--- src/rtl/mips_multicycle_ctrl_if.sv ---
// Bus between the multicycle control FSM and the MIPS datapath.
// The master side is the controller, the slave side is the datapath.
interface mips_multicycle_ctrl_if #(
  parameter int STATE_W = 4,
  parameter int PERF_W  = 32
);
  logic [5:0]         opcode;
  logic               mem_ready;
  logic               PCWrite;
  logic               Branch;
  logic               IorD;
  logic               MemRead;
  logic               MemWrite;
  logic               IRWrite;
  logic               MemtoReg;
  logic [1:0]         PCSrc;
  logic [1:0]         ALUop;
  logic               ALUsrcA;
  logic [1:0]         ALUsrcB;
  logic               RegWrite;
  logic               RegDst;
  logic               halted;
  logic [STATE_W-1:0] state_dbg;
  logic [PERF_W-1:0]  cycle_cnt;
  logic [PERF_W-1:0]  instr_cnt;

  modport master (
    input  opcode, mem_ready,
    output PCWrite, Branch, IorD, MemRead, MemWrite, IRWrite, MemtoReg,
           PCSrc, ALUop, ALUsrcA, ALUsrcB, RegWrite, RegDst, halted,
           state_dbg, cycle_cnt, instr_cnt
  );

  modport slave (
    output opcode, mem_ready,
    input  PCWrite, Branch, IorD, MemRead, MemWrite, IRWrite, MemtoReg,
           PCSrc, ALUop, ALUsrcA, ALUsrcB, RegWrite, RegDst, halted,
           state_dbg, cycle_cnt, instr_cnt
  );
endinterface

--- src/rtl/mips_multicycle_ctrl.sv ---
// Moore main-control FSM for the MIPS-32 multicycle datapath (R, lw, sw, beq, j, addi).
// Optional perf counters enabled by defining MIPS_CTRL_PERF_EN.
module mips_multicycle_ctrl #(
  parameter int STATE_W = 4,
  parameter int PERF_W  = 32
) (
  input logic                 clk,
  input logic                 rst,
  mips_multicycle_ctrl_if.master bus
);

  typedef enum logic [STATE_W-1:0] {
    IDLE   = STATE_W'(0),
    FETCH  = STATE_W'(1),
    DECODE = STATE_W'(2),
    MEMADR = STATE_W'(3),
    MEMRD  = STATE_W'(4),
    MEMWB  = STATE_W'(5),
    MEMWR  = STATE_W'(6),
    EXEC   = STATE_W'(7),
    ALUWB  = STATE_W'(8),
    BRANCH = STATE_W'(9),
    JUMP   = STATE_W'(10),
    ADDIEX = STATE_W'(11),
    ADDIWB = STATE_W'(12),
    HALT   = STATE_W'(15)
  } state_t;

  localparam logic [5:0] OP_RTYPE = 6'b000000;
  localparam logic [5:0] OP_LW    = 6'b100011;
  localparam logic [5:0] OP_SW    = 6'b101011;
  localparam logic [5:0] OP_BEQ   = 6'b000100;
  localparam logic [5:0] OP_J     = 6'b000010;
  localparam logic [5:0] OP_ADDI  = 6'b001000;

  state_t state, state_nx;

  always_ff @(posedge clk) begin
    if (rst) state <= IDLE;
    else     state <= state_nx;
  end

  always_comb begin
    state_nx = state;
    case (state)
      IDLE:   state_nx = FETCH;
      FETCH:  if (bus.mem_ready) state_nx = DECODE;
      DECODE: begin
        case (bus.opcode)
          OP_RTYPE:     state_nx = EXEC;
          OP_LW, OP_SW: state_nx = MEMADR;
          OP_BEQ:       state_nx = BRANCH;
          OP_J:         state_nx = JUMP;
          OP_ADDI:      state_nx = ADDIEX;
          default:      state_nx = HALT;
        endcase
      end
      MEMADR: state_nx = (bus.opcode == OP_LW) ? MEMRD : MEMWR;
      MEMRD:  if (bus.mem_ready) state_nx = MEMWB;
      MEMWB:  state_nx = FETCH;
      MEMWR:  if (bus.mem_ready) state_nx = FETCH;
      EXEC:   state_nx = ALUWB;
      ALUWB:  state_nx = FETCH;
      BRANCH: state_nx = FETCH;
      JUMP:   state_nx = FETCH;
      ADDIEX: state_nx = ADDIWB;
      ADDIWB: state_nx = FETCH;
      HALT:   state_nx = HALT;
      default: state_nx = HALT;
    endcase
  end

  // FETCH is the only state with Mealy terms: IR and PC load on the ready cycle.
  always_comb begin
    bus.PCWrite  = 1'b0;
    bus.Branch   = 1'b0;
    bus.IorD     = 1'b0;
    bus.MemRead  = 1'b0;
    bus.MemWrite = 1'b0;
    bus.IRWrite  = 1'b0;
    bus.MemtoReg = 1'b0;
    bus.PCSrc    = 2'b00;
    bus.ALUop    = 2'b00;
    bus.ALUsrcA  = 1'b0;
    bus.ALUsrcB  = 2'b00;
    bus.RegWrite = 1'b0;
    bus.RegDst   = 1'b0;
    bus.halted   = 1'b0;
    case (state)
      FETCH: begin
        bus.MemRead = 1'b1;
        bus.ALUsrcB = 2'b01;
        bus.IRWrite = bus.mem_ready;
        bus.PCWrite = bus.mem_ready;
      end
      DECODE: bus.ALUsrcB = 2'b11;
      MEMADR: begin
        bus.ALUsrcA = 1'b1;
        bus.ALUsrcB = 2'b10;
      end
      MEMRD: begin
        bus.MemRead = 1'b1;
        bus.IorD    = 1'b1;
      end
      MEMWB: begin
        bus.MemtoReg = 1'b1;
        bus.RegWrite = 1'b1;
      end
      MEMWR: begin
        bus.MemWrite = 1'b1;
        bus.IorD     = 1'b1;
      end
      EXEC: begin
        bus.ALUsrcA = 1'b1;
        bus.ALUop   = 2'b10;
      end
      ALUWB: begin
        bus.RegDst   = 1'b1;
        bus.RegWrite = 1'b1;
      end
      BRANCH: begin
        bus.ALUsrcA = 1'b1;
        bus.ALUop   = 2'b01;
        bus.PCSrc   = 2'b01;
        bus.Branch  = 1'b1;
      end
      JUMP: begin
        bus.PCSrc   = 2'b10;
        bus.PCWrite = 1'b1;
      end
      ADDIEX: begin
        bus.ALUsrcA = 1'b1;
        bus.ALUsrcB = 2'b10;
      end
      ADDIWB: bus.RegWrite = 1'b1;
      HALT:   bus.halted   = 1'b1;
      default: ;
    endcase
  end

  assign bus.state_dbg = state;

`ifdef MIPS_CTRL_PERF_EN
  logic [PERF_W-1:0] cycle_q, instr_q;

  // An instruction retires when the FSM re-enters FETCH from any execution state.
  always_ff @(posedge clk) begin
    if (rst) begin
      cycle_q <= '0;
      instr_q <= '0;
    end else begin
      if (state != HALT) cycle_q <= cycle_q + PERF_W'(1);
      if (state_nx == FETCH && state != IDLE && state != FETCH)
        instr_q <= instr_q + PERF_W'(1);
    end
  end

  assign bus.cycle_cnt = cycle_q;
  assign bus.instr_cnt = instr_q;
`else
  assign bus.cycle_cnt = {PERF_W{1'b0}};
  assign bus.instr_cnt = {PERF_W{1'b0}};
`endif

endmodule

--- src/flat_wrapper.sv ---
// flat-port wrapper written by rule: the top's interface ports become plain ports
module mips_multicycle_ctrl_flat 
#(
  parameter int STATE_W = 4,
  parameter int PERF_W  = 32
)
  (clk, rst, bus_opcode, bus_mem_ready, bus_PCWrite, bus_Branch, bus_IorD, bus_MemRead, bus_MemWrite, bus_IRWrite, bus_MemtoReg, bus_PCSrc, bus_ALUop, bus_ALUsrcA, bus_ALUsrcB, bus_RegWrite, bus_RegDst, bus_halted, bus_state_dbg, bus_cycle_cnt, bus_instr_cnt);
  mips_multicycle_ctrl_if #(.STATE_W(STATE_W), .PERF_W(PERF_W)) bus_i ();
  input logic clk;
  input logic rst;
  input wire logic [$bits(bus_i.opcode)-1:0] bus_opcode;
  input wire logic [$bits(bus_i.mem_ready)-1:0] bus_mem_ready;
  output wire logic [$bits(bus_i.PCWrite)-1:0] bus_PCWrite;
  output wire logic [$bits(bus_i.Branch)-1:0] bus_Branch;
  output wire logic [$bits(bus_i.IorD)-1:0] bus_IorD;
  output wire logic [$bits(bus_i.MemRead)-1:0] bus_MemRead;
  output wire logic [$bits(bus_i.MemWrite)-1:0] bus_MemWrite;
  output wire logic [$bits(bus_i.IRWrite)-1:0] bus_IRWrite;
  output wire logic [$bits(bus_i.MemtoReg)-1:0] bus_MemtoReg;
  output wire logic [$bits(bus_i.PCSrc)-1:0] bus_PCSrc;
  output wire logic [$bits(bus_i.ALUop)-1:0] bus_ALUop;
  output wire logic [$bits(bus_i.ALUsrcA)-1:0] bus_ALUsrcA;
  output wire logic [$bits(bus_i.ALUsrcB)-1:0] bus_ALUsrcB;
  output wire logic [$bits(bus_i.RegWrite)-1:0] bus_RegWrite;
  output wire logic [$bits(bus_i.RegDst)-1:0] bus_RegDst;
  output wire logic [$bits(bus_i.halted)-1:0] bus_halted;
  output wire logic [$bits(bus_i.state_dbg)-1:0] bus_state_dbg;
  output wire logic [$bits(bus_i.cycle_cnt)-1:0] bus_cycle_cnt;
  output wire logic [$bits(bus_i.instr_cnt)-1:0] bus_instr_cnt;
  assign bus_i.opcode = bus_opcode;
  assign bus_i.mem_ready = bus_mem_ready;
  assign bus_PCWrite = bus_i.PCWrite;
  assign bus_Branch = bus_i.Branch;
  assign bus_IorD = bus_i.IorD;
  assign bus_MemRead = bus_i.MemRead;
  assign bus_MemWrite = bus_i.MemWrite;
  assign bus_IRWrite = bus_i.IRWrite;
  assign bus_MemtoReg = bus_i.MemtoReg;
  assign bus_PCSrc = bus_i.PCSrc;
  assign bus_ALUop = bus_i.ALUop;
  assign bus_ALUsrcA = bus_i.ALUsrcA;
  assign bus_ALUsrcB = bus_i.ALUsrcB;
  assign bus_RegWrite = bus_i.RegWrite;
  assign bus_RegDst = bus_i.RegDst;
  assign bus_halted = bus_i.halted;
  assign bus_state_dbg = bus_i.state_dbg;
  assign bus_cycle_cnt = bus_i.cycle_cnt;
  assign bus_instr_cnt = bus_i.instr_cnt;
  mips_multicycle_ctrl #(.STATE_W(STATE_W), .PERF_W(PERF_W)) u_core (.clk(clk), .rst(rst), .bus(bus_i));
endmodule
--- config.mk ---
export PLATFORM = sky130hd
export DESIGN_NAME = mips_multicycle_ctrl_flat
export DESIGN_NICKNAME = d
export VERILOG_FILES = /design/src/rtl/mips_multicycle_ctrl_if.sv /design/src/rtl/mips_multicycle_ctrl.sv /design/src/flat_wrapper.sv
export SDC_FILE = /design/constraint.sdc
export NUM_CORES = 1
export LEC_CHECK = 0
export ABC_AREA = 0
export ABC_CLOCK_PERIOD_IN_PS = 1500
export CAP_MARGIN = 5
export CELL_PAD_IN_SITES_DETAIL_PLACEMENT = 0
export CELL_PAD_IN_SITES_GLOBAL_PLACEMENT = 2
export CORE_MARGIN = 4
export CORE_UTILIZATION = 15
export CTS_BUF_LIST = sky130_fd_sc_hd__clkbuf_2 sky130_fd_sc_hd__clkbuf_4 sky130_fd_sc_hd__clkbuf_8
export CTS_CLUSTER_DIAMETER = 100
export CTS_CLUSTER_SIZE = 40
export DETAILED_ROUTE_END_ITERATION = 7
export MAX_ROUTING_LAYER = met4
export PLACE_DENSITY = 0.93
export SYNTH_ARGS = -nofsm -noshare
export SYNTH_HDL_FRONTEND = slang
export SYNTH_SLANG_ARGS = --single-unit
--- constraint.sdc ---
create_clock -name clk -period 1.5 [get_ports clk]
set_input_delay 0.15 -clock clk [delete_from_list [all_inputs] [get_ports clk]]
set_output_delay 0.15 -clock clk [all_outputs]
set_load 0.03 [all_outputs]
==> results of run 1 <==
[per-layer routing]
metal	up-vias	track usage (%)	part of all wire, %
li1	464	-	-
met1	441	6.23	36
met4	0	2.72	1.0
met3	4	1.22	10
met2	55	10.2	53
met5	-	-	0
[cells in the final DEF (no fill, tap or decap), types with 2 or more instances in the layout]
cell	synthesis	routed
conb_1	1	64
buf_4	66	25
nor2_2	0	5
nor2_1	10	5
o21ai_0	5	5
a21oi_1	6	5
clkdlybuf4s50_1	0	5
dlymetal6s2s_1	0	5
nand2_1	4	4
nor4_1	4	4
buf_12	0	4
dfxtp_4	0	4
and2_1	3	3
nor3_2	0	3
nor3_1	7	3
clkbuf_8	0	3
buf_6	0	3
nand2b_1	4	2
nor2b_1	2	2
and3_1	2	2
xnor2_1	2	2
inv_1	2	2
a21boi_0	2	2
o211ai_1	2	2
dlygate4sd2_1	0	2
[kinds of logic after synthesis]
family                    after synthesis
xor gates and xnor gates                3
other                                   1
DFF                                     4
and+or+nand+nor                        41
buffers and inverters                  76
AOI/OAI and AO/OA                      28
[stage by stage]
| step | setup TNS, ps | cell area (um2) | hold WS [ps] |
|---|---|---|---|
| 2_1_floorplan | 0 | 1400 | 207 |
| 3_3_place_gp | -355 | 1360 | 643 |
| 3_5_place_dp | -447 | 1360 | 656 |
| 4_1_cts | 0 | 1400 | 605 |
| 5_1_grt | -1.22 | 1470 | 409 |
| 6_report | 0 | 1470 | 397 |
[worst max path at each step]
stage | cells past startpoint | to | slack (ps)
floorplan | 4 | bus_ALUop[0] | 20
global placement | 5 | u_core.bus.state_dbg[2] | -140
detailed placement | 5 | u_core.bus.state_dbg[2] | -210
CTS | 4 | bus_RegWrite | 2
global route | 5 | u_core.bus.state_dbg[2] | -1
finish | 4 | bus_RegWrite | 80
[what timing repair did]
item / in CTS / in global routing
resized for setup: 3 / 14
setup buffers: 0 / 3
pin swaps: 1 / 3
endpoints found under the setup margin: 6 / 12
[critical path, stage by stage (launching register included)]
cell,delay [ps]
dfxtp_4,400
buf_4,190
nand3b_1,130
a21oi_4,150
buf_4,170
[layout make-up]
class,instances,area (um2),area share (%)
flip-flops and latches,4,95.1,6.47
inverters,2,7.51,0.511
repair buffers,44,432,29.4
well taps,96,120,8.17
clock buffers,3,41.3,2.81
multi-input cells,136,774,52.7
[power breakdown]
part / switching (W) / total, W / leakage [nW] / internal (W)
registers: 0.000139 / 0.000308 / 0.0356 / 0.000170
clock network: 0.0000558 / 0.000227 / 0.0216 / 0.000171
logic: 0.00103 / 0.00169 / 0.660 / 0.000661
==> impl_results.md, run 1 <==
- Worst Hold Path EP: u_core.bus.state_dbg[0]
- Worst reg-to-reg setup slack: 170 ps
- Pre-CTS setup slack: -208 ps
- First-pass GRT wire length: 3.95 mm
- Post-layout min period: 1420 ps
- Initial Util: 15.6%
- Pins Over Slew Limit: 0
- Clock transition at path regs: 30 ps
- Post-synthesis simple-gate area fraction: 20.6%
- Top cells by area, synth: buf_4 (46%), dfxtp_1 (7.5%), nor2_1 (3.5%), buf_2 (3.3%), nor3_1 (3.3%)
- Pwr Total: 0.00223 W
- Largest net degree at the start of global routing: 20
- Crit path from: u_core.bus.state_dbg[0]
- XOR/XNOR share of the synthesized area: 2.45%
- Vias in the first global route: 868
- Port Buf Inserts: 29
- Post-Syn Instances: 153
- LEAKAGE: 0.717 nW
- Worst-case clock skew: 0.959 ps
- CTS Buffer Depth: 2
- Crit path DAT: 1270 ps
- Share of cells above drive strength 1: 29.6%
- Maxcap violations: 0
- PnR worst setup slack: 84.6 ps
- CP Launch Type: flip-flop
- Placer Congestion: 0.854
- Synth warnings: 0
- FF-to-FF path depth: 4
- Die height: 92.5 um
- Cells after DPL: 279
- IO Pins: 94
- Fin cells: 285
- Fill count: 779
- Top cells by count, synth: buf_4 (66), nor2_1 (10), buf_2 (7), nor3_1 (7), a21oi_1 (6)
- Total CTS buffers: 3
- Cell with the most instances after synthesis: buf_4
- Final ANT Viol Nets: 0
- Worst min path class: in2reg
- Row count: 30
- Antenna violations before repair: 0
- Hpwl dp: 2.21 mm
- Core Util, Final: 21.4%
- Antenna Cells: 0
- CTS hold repair buffers: 0
- Max Fclk: 0.707 GHz
- Period utilization: 94.4%
- Synth cell types: 38
- Synth Area in Adders: 0%
- RR Endpoint: u_core.bus.state_dbg[1]
- Synth async-reset ratio: 0%
- Largest family of logic cells by synthesized area: buffers and inverters
- Hold Path Stages: 3
- Complex-gate fraction of the synthesized area: 18.6%
- Mapped Area: 1070 um2
- Number of detailed-route iterations in the first pass: 4
- Sinks on Clock Net: 4
- Initial DRC count: 20
- Via/cell ratio: 3.38
- Yosys reg bits: 4
- Top-area cell type share of the netlist area: 46.3%
- R2R Path Start: u_core.bus.state_dbg[0]
- Status: finished, final reports clean
- Power Density: 1510 nW/um2
- CORE AREA: 6870 um2
- Worst EP required: 1350 ps
- Mux cell area share after synthesis: 0%
- CTS H-tree depth: 1
- Hold Violations, Final: 0
- Vias post-DR: 964
- Sequential share of the synthesized area: 7.48%
- Die Wd: 92.5 um
- Final #Nets: 200
- DRC viols: 0
- Skew-Pair Late Insertion Delay: 220 ps
- CP max FO: 10
- Final WL: 2.80 mm
- Setup violators final: 0
- Mean post-synth cell area: 7.00 um2
- CTS tree: built
- Crit path capture type: primary output
- Clock tree root driver cell: clkbuf_8
- Total GRT Usage: 5.81%
- Min-delay src: bus_opcode[5]
- Synth area leader: buf_4
- WL/cell: 9.83 um
- Max reg flops: 4
- Peak VDD IR: 0.316 mV
- Top_reg_cell synth: dfxtp_1
- Global route overflow: 0
- Die Area: 8560 um2
- Syn-to-layout area delta: 37.3%
- Crit Path Class: reg2out
- Post-synth EDFFs: 0
(Power assumes the default switching activity.)
==> run 2, diff against run 1 <==
--- a/config.mk
+++ b/config.mk
@@ -6,11 +6,9 @@
 export NUM_CORES = 1
 export LEC_CHECK = 0
 export ABC_AREA = 0
-export ABC_CLOCK_PERIOD_IN_PS = 1500
 export CAP_MARGIN = 5
 export CELL_PAD_IN_SITES_DETAIL_PLACEMENT = 0
 export CELL_PAD_IN_SITES_GLOBAL_PLACEMENT = 2
-export CORE_MARGIN = 4
 export CORE_UTILIZATION = 15
 export CTS_BUF_LIST = sky130_fd_sc_hd__clkbuf_2 sky130_fd_sc_hd__clkbuf_4 sky130_fd_sc_hd__clkbuf_8
 export CTS_CLUSTER_DIAMETER = 100
==> impl_results.md, run 2 (synthesis gave the netlist of run 1 again) <==
- Most frequent cells in the layout: conb_1 (64), buf_4 (25)
- DRC viols: 0
- CTS Buffer Depth: 2
- Initial Util: 15.7%
- Pwr Total: 0.00217 W
- Largest net degree at the start of global routing: 24
- Initial DRC count: 32
- Max Fclk: 0.698 GHz
- Max reg flops: 4
- Vias in the first global route: 766
- Setup violators final: 0
- CTS H-tree depth: 1
- Hpwl dp: 1.93 mm
- Worst-case clock skew: 0.598 ps
- CP max FO: 4
- Worst reg-to-reg setup slack: 160 ps
- Net Sw Power: 0.00122 W
- Global route overflow: 0
- Final #Nets: 197
- Hold Violations, Final: 0
- IO Pins: 94
- Maxcap violations: 0
- First-pass GRT wire length: 3.66 mm
- RSZ-0062 raised after global routing: no
- Peak VDD IR: 0.260 mV
- Crit path capture type: flip-flop
- Power Density: 1520 nW/um2
- Final ANT Viol Nets: 0
- Pins Over Slew Limit: 0
- Worst-case hold slack: 486 ps
- CTS tree: built
- CP Launch Type: input pin
- Port Buf Inserts: 29
- Sequential share of power: 13.7%
- Placer Congestion: 0.783
- Clock tree root driver cell: clkbuf_8
- Total CTS buffers: 3
- Antenna violations before repair: 0
- Antenna Cells: 0
- Crit Path Class: in2reg
- Number of detailed-route iterations in the first pass: 4
- Die Area: 7480 um2
- CTS hold repair buffers: 0
- Die Wd: 86.5 um
- Sw Share: 56.0%
- Row count: 30
- Final WL: 2.59 mm
- Total GRT Usage: 6.28%
- Sinks on Clock Net: 4
- Clock Power Share: 10.3%
- Internal power: 0.000956 W
- LEAKAGE: 0.676 nW
- Period utilization: 95.5%
- Fill count: 766
- WL/cell: 9.17 um
- Crit path DAT: 1530 ps
- Syn-to-layout area delta: 33.1%
- Post-layout min period: 1430 ps
- Via/cell ratio: 3.43
- Worst min path class: in2reg
- CORE AREA: 6830 um2
- Vias post-DR: 968
- Skew-Pair Late Insertion Delay: 210 ps
- Worst EP required: 1590 ps
- Die height: 86.5 um
- Comb pwr share: 75.9%
- Clock transition at path regs: 30 ps
- Share of cells above drive strength 1: 28.5%
- Most common cell after layout, fill and taps aside: conb_1
- Status: finished, final reports clean
==> run 2: cell types whose count changed in the layout (fill, tap and decap cells not counted), sizes merged <==
cell	delta
dlygate4sd2	+2
dlymetal6s2s	-2
buf	-3
==> run 2: layer usage <==
layer	wire (um)	global-route usage, %	vias up	part of all wire, %
li1	-	-	462	-
met2	1420	11.6	58	55
met4	28	2.73	0	1.1
met5	0	-	-	0
met3	157	0.952	4	6.1
met1	980	6.61	444	38
==> run 2: cell type report <==
| class | count | area (um2) | area share (%) |
|---|---|---|---|
| multi-input cells | 136 | 779 | 54.7 |
| clock buffers | 3 | 41.3 | 2.90 |
| repair buffers | 41 | 382 | 26.8 |
| inverters | 2 | 7.51 | 0.527 |
| well taps | 96 | 120 | 8.43 |
| flip-flops and latches | 4 | 95.1 | 6.67 |
==> run 2: worst max-delay path, stage by stage <==
cell	delay [ps]
clkdlybuf4s50_1	480
buf_4	170
nor4_1	200
o21ai_0	150
a311oi_1	300
nor3_1	70
==> run 2: power groups by stage <==
stage | Combinational, W | Sequential (W) | Clock, W
2_1_floorplan | 0.00132 | 0.000262 | 0
3_3_place_gp | 0.00152 | 0.000352 | 0
3_5_place_dp | 0.00153 | 0.000354 | 0
4_1_cts | 0.00152 | 0.000351 | 0.000231
5_1_grt | 0.00177 | 0.000313 | 0.000245
6_report | 0.00165 | 0.000298 | 0.000224
==> run 2: worst paths after layout <==
kind              cells past startpoint                      end                    start
setup / recovery                      6  u_core.bus.state_dbg[3]            bus_opcode[5]
hold / removal                        5  u_core.bus.state_dbg[2]            bus_opcode[3]
setup reg to reg                      5  u_core.bus.state_dbg[1]  u_core.bus.state_dbg[3]
hold reg to reg                       2  u_core.bus.state_dbg[0]  u_core.bus.state_dbg[0]
==> run 2: what timing repair did <==
action	4_1_cts	5_1_grt
endpoints found under the setup margin	8	14
gates resized for setup	6	10
buffers inserted	0	5
==> run 2: through the flow <==
stage               util, %  std cells  setup TNS, ps  setup WS [ps]  cell area (um2)
CTS                    19.8        277          -12.5          -12.5             1350
global placement       19.2        274           -454           -192             1310
global route           20.9        282              0           5.58             1430
finish                 20.9        282              0           68.1             1430
floorplan                 -        216              0           19.5             1400
detailed placement     19.2        274           -606           -243             1310
